[src/rtl/seq_decoder_pkg.sv]
// +--------------------------------------------------------------------------+
// | seq_decoder_pkg : shared types, mode encodings and one-hot helper         |
// | Rev 1.0                                                                  |
// +--------------------------------------------------------------------------+
`default_nettype none

package seq_decoder_pkg;

  localparam int MAX_SEL_W = 8;
  localparam int MAX_OUT_W = 1 << MAX_SEL_W;

  localparam logic MODE_DECODE = 1'b0;
  localparam logic MODE_SCAN   = 1'b1;

  typedef enum logic [1:0] {
    ST_OFF  = 2'd0,
    ST_HOLD = 2'd1,
    ST_SCAN = 2'd2
  } state_t;

  // Callers narrow the result to their own output width with a size cast.
  function automatic logic [MAX_OUT_W-1:0] onehot(input logic [MAX_SEL_W-1:0] sel);
    onehot = MAX_OUT_W'(1) << sel;
  endfunction

endpackage

`default_nettype wire

[src/rtl/seq_decoder_dwell_cnt.sv]
// +--------------------------------------------------------------------------+
// | seq_decoder_dwell_cnt : loadable down-counter with zero flag              |
// | Rev 1.0                                                                  |
// +--------------------------------------------------------------------------+
`default_nettype none

module seq_decoder_dwell_cnt #(
  parameter int DWELL_W = 4
) (
  input  logic               clk,
  input  logic               rst,
  input  logic               clr,
  input  logic               load,
  input  logic               dec,
  input  logic [DWELL_W-1:0] load_val,
  output logic               zero
);

  logic [DWELL_W-1:0] count;

  // clr beats load beats dec; the counter saturates at zero.
  always_ff @(posedge clk or posedge rst) begin
    if (rst) begin
      count <= '0;
    end else if (clr) begin
      count <= '0;
    end else if (load) begin
      count <= load_val;
    end else if (dec && !zero) begin
      count <= count - DWELL_W'(1);
    end
  end

  assign zero = (count == '0);

endmodule

`default_nettype wire

[src/rtl/seq_decoder.sv]
// +--------------------------------------------------------------------------+
// | seq_decoder : registered SEL_W:2**SEL_W decoder with DECODE / SCAN modes  |
// | Rev 1.0                                                                  |
// +--------------------------------------------------------------------------+
`default_nettype none

module seq_decoder
  import seq_decoder_pkg::*;
#(
  parameter int SEL_W   = 3,
  parameter int DWELL_W = 4
) (
  input  logic               clk,
  input  logic               rst,
  input  logic               en,
  input  logic               mode,
  input  logic               sel_valid,
  input  logic [SEL_W-1:0]   sel,
  output logic               sel_ready,
  input  logic [DWELL_W-1:0] dwell,
  output logic [(1<<SEL_W)-1:0] y,
  output logic               y_valid,
  output logic [SEL_W-1:0]   idx,
  output logic               wrap
);

  localparam int OUT_W = 1 << SEL_W;

  state_t             state, state_nxt;
  logic [OUT_W-1:0]   y_nxt;
  logic               y_valid_nxt;
  logic [SEL_W-1:0]   idx_nxt;
  logic               wrap_nxt;
  logic               accept;
  logic               cnt_clr, cnt_load, cnt_dec, cnt_zero;

  assign sel_ready = en & (mode == MODE_DECODE) & ~rst;
  assign accept    = sel_valid & sel_ready;

  seq_decoder_dwell_cnt #(
    .DWELL_W (DWELL_W)
  ) u_dwell_cnt (
    .clk      (clk),
    .rst      (rst),
    .clr      (cnt_clr),
    .load     (cnt_load),
    .dec      (cnt_dec),
    .load_val (dwell),
    .zero     (cnt_zero)
  );

  always_ff @(posedge clk or posedge rst) begin
    if (rst) begin
      state   <= ST_OFF;
      y       <= '0;
      y_valid <= 1'b0;
      idx     <= '0;
      wrap    <= 1'b0;
    end else begin
      state   <= state_nxt;
      y       <= y_nxt;
      y_valid <= y_valid_nxt;
      idx     <= idx_nxt;
      wrap    <= wrap_nxt;
    end
  end

  always_comb begin
    state_nxt   = state;
    y_nxt       = y;
    y_valid_nxt = y_valid;
    idx_nxt     = idx;
    wrap_nxt    = 1'b0;
    cnt_clr     = 1'b0;
    cnt_load    = 1'b0;
    cnt_dec     = 1'b0;

    if (!en) begin
      state_nxt   = ST_OFF;
      y_nxt       = '0;
      y_valid_nxt = 1'b0;
      cnt_clr     = 1'b0 | 1'b1;
    end else if (mode == MODE_DECODE) begin
      // Leaving SCAN freezes y/idx until a select is accepted.
      state_nxt = ST_HOLD;
      if (accept) begin
        y_nxt       = OUT_W'(onehot(MAX_SEL_W'(sel)));
        idx_nxt     = sel;
        y_valid_nxt = 1'b1;
      end
    end else if (mode == MODE_SCAN) begin
      state_nxt = ST_SCAN;
      if (state != ST_SCAN) begin
        y_nxt       = OUT_W'(1);
        idx_nxt     = '0;
        y_valid_nxt = 1'b1;
        cnt_load    = 1'b1;
      end else if (cnt_zero) begin
        // dwell is sampled only here, so mid-dwell changes wait for the next step.
        y_nxt       = {y[OUT_W-2:0], y[OUT_W-1]};
        idx_nxt     = idx + SEL_W'(1);
        y_valid_nxt = 1'b1;
        wrap_nxt    = (idx == '1);
        cnt_load    = 1'b1;
      end else begin
        cnt_dec = 1'b1;
      end
    end
  end

endmodule

`default_nettype wire

[config.mk]
export PLATFORM = sky130hd
export DESIGN_NAME = seq_decoder
export DESIGN_NICKNAME = d
export VERILOG_FILES = /design/src/rtl/seq_decoder_pkg.sv /design/src/rtl/seq_decoder_dwell_cnt.sv /design/src/rtl/seq_decoder.sv
export SDC_FILE = /design/constraint.sdc
export NUM_CORES = 1
export LEC_CHECK = 0
export CAP_MARGIN = 20
export CORE_MARGIN = 1.5
export CORE_UTILIZATION = 30
export DETAILED_ROUTE_END_ITERATION = 8
export PLACE_DENSITY = 0.52
export SLEW_MARGIN = 20
export SYNTH_ARGS = -nofsm -noshare
export SYNTH_HDL_FRONTEND = slang
export SYNTH_HIERARCHICAL = 1
export SYNTH_SLANG_ARGS = --single-unit
[constraint.sdc]
create_clock -name clk -period 2.8 [get_ports clk]
set_input_delay 0.56 -clock clk [delete_from_list [all_inputs] [get_ports clk]]
set_output_delay 0.56 -clock clk [all_outputs]
set_load 0.01 [all_outputs]
==> flow_metrics.py <==
metrics = {
    "timing": {
        "worstMarginPinSlew_ns": 0.571,
        "fin_crit_ns": 2.59,
        "hold_viol": 0,
        "slew_viol_final": 0,
        "grt_setup_unrepaired": "false",
        "slew_headroom_pct": 61.9,
        "period_share_pct": 92.3,
        "setup_viol": 0,
        "skew_ns": 0.00245,
        "fmax_ghz": 0.387,
        "tns_ns": 0,
        "fin_ws_ns": 0.215,
    },
    "clock_tree": {
        "cts_tree": "done",
        "cts.reportedPaths.clkPinSlew_ns": 0.07,
        "postCtsSetupBuffers": 0,
        "clock_path_buffers": 2,
        "clk-insertion-delay-late_ns": 0.26,
        "root_buffer": "clkbuf_8",
        "cts-buffers-inserted": 3,
        "cts_hold_buffers": 0,
        "htree_levels": 1,
        "ctsResizeCount": 0,
        "cts.sinks": 19,
    },
    "detailed_routing": {
        "drc": 0,
        "drt-pass1-iter-count": 4,
        "num_vias": 880,
        "wirelength_mm": 2.46,
        "ant_nets": 0,
        "wire_per_inst_um": 13.7,
        "viasPerCell": 4.92,
        "drt_iter0_markers": 37,
    },
    "critical_path": {
        "crit_path_end_kind": "primary output",
        "path_class": "in -> out",
        "cp-start-kind": "input port",
        "critPathMaxFanout": 3,
        "r2r_slack_ns": 0.52,
        "r2r_cells": 9,
        "worstPathArrival_ns": 2.03,
        "required_ns": 2.24,
    },
    "synthesis": {
        "seq_area_frac_synth_pct": 42.6,
        "syn_avg_cell_area_um2": 11.1,
        "yosys.area.top_type": "dfrtp_1",
        "synth_cell_types": 38,
        "postSynthRegisterBits": 19,
        "ys_warn_count": 6,
        "synthCells": 101,
        "synth_top_area_share_pct": 42.6,
        "yosys-top-cells-area": "dfrtp_1 43%, mux2_2 8.1%, inv_1 5.7%",
        "syn-num-nets": 117,
        "synth_area_um2": 1120,
    },
    "grt": {
        "grt_pass1_vias": 890,
        "gr-usage-all-layers_pct": 13.5,
        "grt_pass1_wl_mm": 4.24,
        "antenna_found_initial": 0,
        "grt_max_degree": 16,
        "grt_overflow_total": 0,
    },
    "floorplanning": {
        "row_count": 21,
        "ios": 26,
        "die_h_um": 64.0,
        "die-area_um2": 4100,
        "initial_utilization_pct": 32.4,
        "core_um2": 3440,
        "fp.dieW_um": 64.0,
    },
    "layout": {
        "fill_cells": 352,
        "drive_above_1_share_pct": 15.8,
        "n_antenna_cell": 0,
        "syn_to_final_growth_pct": 33.6,
        "fin_cells": 179,
        "fin_nets": 150,
        "final_area_um2": 1490,
    },
    "power_and_ir_drop": {
        "p_per_area_nw_per_um2": 440,
        "ir_drop_v": 0.000336,
        "power_leakage_nw": 0.661,
    },
    "run_status": {
        "outcome": "finished clean",
    },
    "place": {
        "place_area_um2": 1440,
        "port_buffers": 25,
        "pre_cts_slack_ns": 0.218,
        "routabilityCongestion": 0.818,
        "post-dp-hpwl_mm": 1.92,
        "dp.cells": 175,
    },
    "run": {
        "drv_cap": 0,
    },
    "min_path": {
        "hp-class": "reg -> reg",
        "whs_path_depth": 1,
    },
}
[placed cells by master (no fill, tap or decap), drive strengths merged, types with 3 or more instances in the layout]
| cell type | Yosys | layout |
|---|---|---|
| a22o | 4 | 4 |
| buf | 1 | 4 |
| mux2 | 8 | 8 |
| inv | 17 | 17 |
| clkdlybuf4s50 | 0 | 25 |
| dfrtp | 19 | 19 |
| clkbuf | 0 | 3 |
| nor2 | 5 | 5 |
| ha | 4 | 4 |
| nor2b | 4 | 4 |
| nor3b | 3 | 3 |
| mux2i | 3 | 3 |
[area by class of cell]
type / instances / area (um^2) / area share [%]
multi-input combinational: 64 / 566 / 37.9
sequential: 19 / 475 / 31.9
timing repair buffer: 29 / 280 / 18.8
inverter: 17 / 63.8 / 4.28
tap: 46 / 57.6 / 3.86
clock buffer: 3 / 41.3 / 2.77
clock inverter: 1 / 7.51 / 0.503
[cells by family (layout without fill, tap and decap cells)]
| group | after synthesis | count (layout) | synth area share, % |
|---|---|---|---|
| simple gates | 26 | 26 | 14.6 |
| fa+ha+maj | 4 | 4 | 4.48 |
| mux | 11 | 11 | 10.8 |
| flops | 19 | 19 | 42.6 |
| compound gates | 23 | 23 | 20.9 |
| buf+inv | 18 | 50 | 6.73 |
[routing by layer]
metal | track usage [%] | vias to the layer above | wire length [um]
met1 | 17.9 | 427 | 1190
li1 | - | 434 | -
met3 | 4.23 | 2 | 99
met2 | 20.4 | 17 | 1140
met5 | 0 | - | 0
met4 | 4.89 | 0 | 29
[worst max-delay path, cell delays in order]
cell	delay, ns
clkdlybuf4s50_1	0.49
or2b_1	0.30
nor2_1	0.13
clkdlybuf4s50_1	0.55
[final timing paths]
kind | to | from
setup / recovery | sel_ready | en
hold / removal | y[0] | y[0]
setup reg to reg | u_dwell_cnt/count[1] | u_dwell_cnt/count[1]
hold reg to reg | y[0] | y[0]
max in group asynchronous | state[1] | rst
min in group asynchronous | u_dwell_cnt/count[1] | rst
[synth_stat cells]
cell	count
a21oi_1	1
or3_1	1
or2b_1	1
a221oi_1	1
ha_1	4
nand2_1	2
inv_1	17
nand3_1	1
a22o_1	4
a211oi_1	1
nand3b_1	1
a311o_2	1
nor3_1	1
a21o_1	1
o21ai_0	1
nor2b_1	4
nor2_1	5
a32oi_1	2
and4b_1	1
a31oi_1	1
a32o_1	2
and3_1	1
nor4b_1	1
dfrtp_1	19
a22oi_1	1
nor3b_1	3
a311oi_1	1
a2111oi_4	1
o221ai_2	1
a2bb2oi_4	1
buf_6	1
and2_1	2
mux2i_1	3
and3b_1	1
or3b_4	1
o2bb2ai_1	2
o22ai_1	1
mux2_2	8
[power breakdown]
group,leakage (nW),switching [W],internal (W)
logic,0.385,0.0000717,0.0000801
clock network,0.0217,0.0000971,0.000100
registers,0.254,0.0000147,0.000292
[stage by stage]
stage          power, W  util (%)  hold slack (ns)
4_1_cts        0.000671      43.3            0.549
3_3_place_gp   0.000465      41.9            0.526
3_5_place_dp   0.000466      41.9            0.525
5_1_grt        0.000698      43.3            0.582
2_1_floorplan  0.000396         -            0.326
6_report       0.000657      43.3            0.542
[registers in the layout (all words and copies together), names as in the netlist]
signal and flops:
y_valid 1, wrap 1, y 8, u_dwell_cnt/count 4
idx 3, state 2
Note: power is estimated with default switching activity, not from simulation.
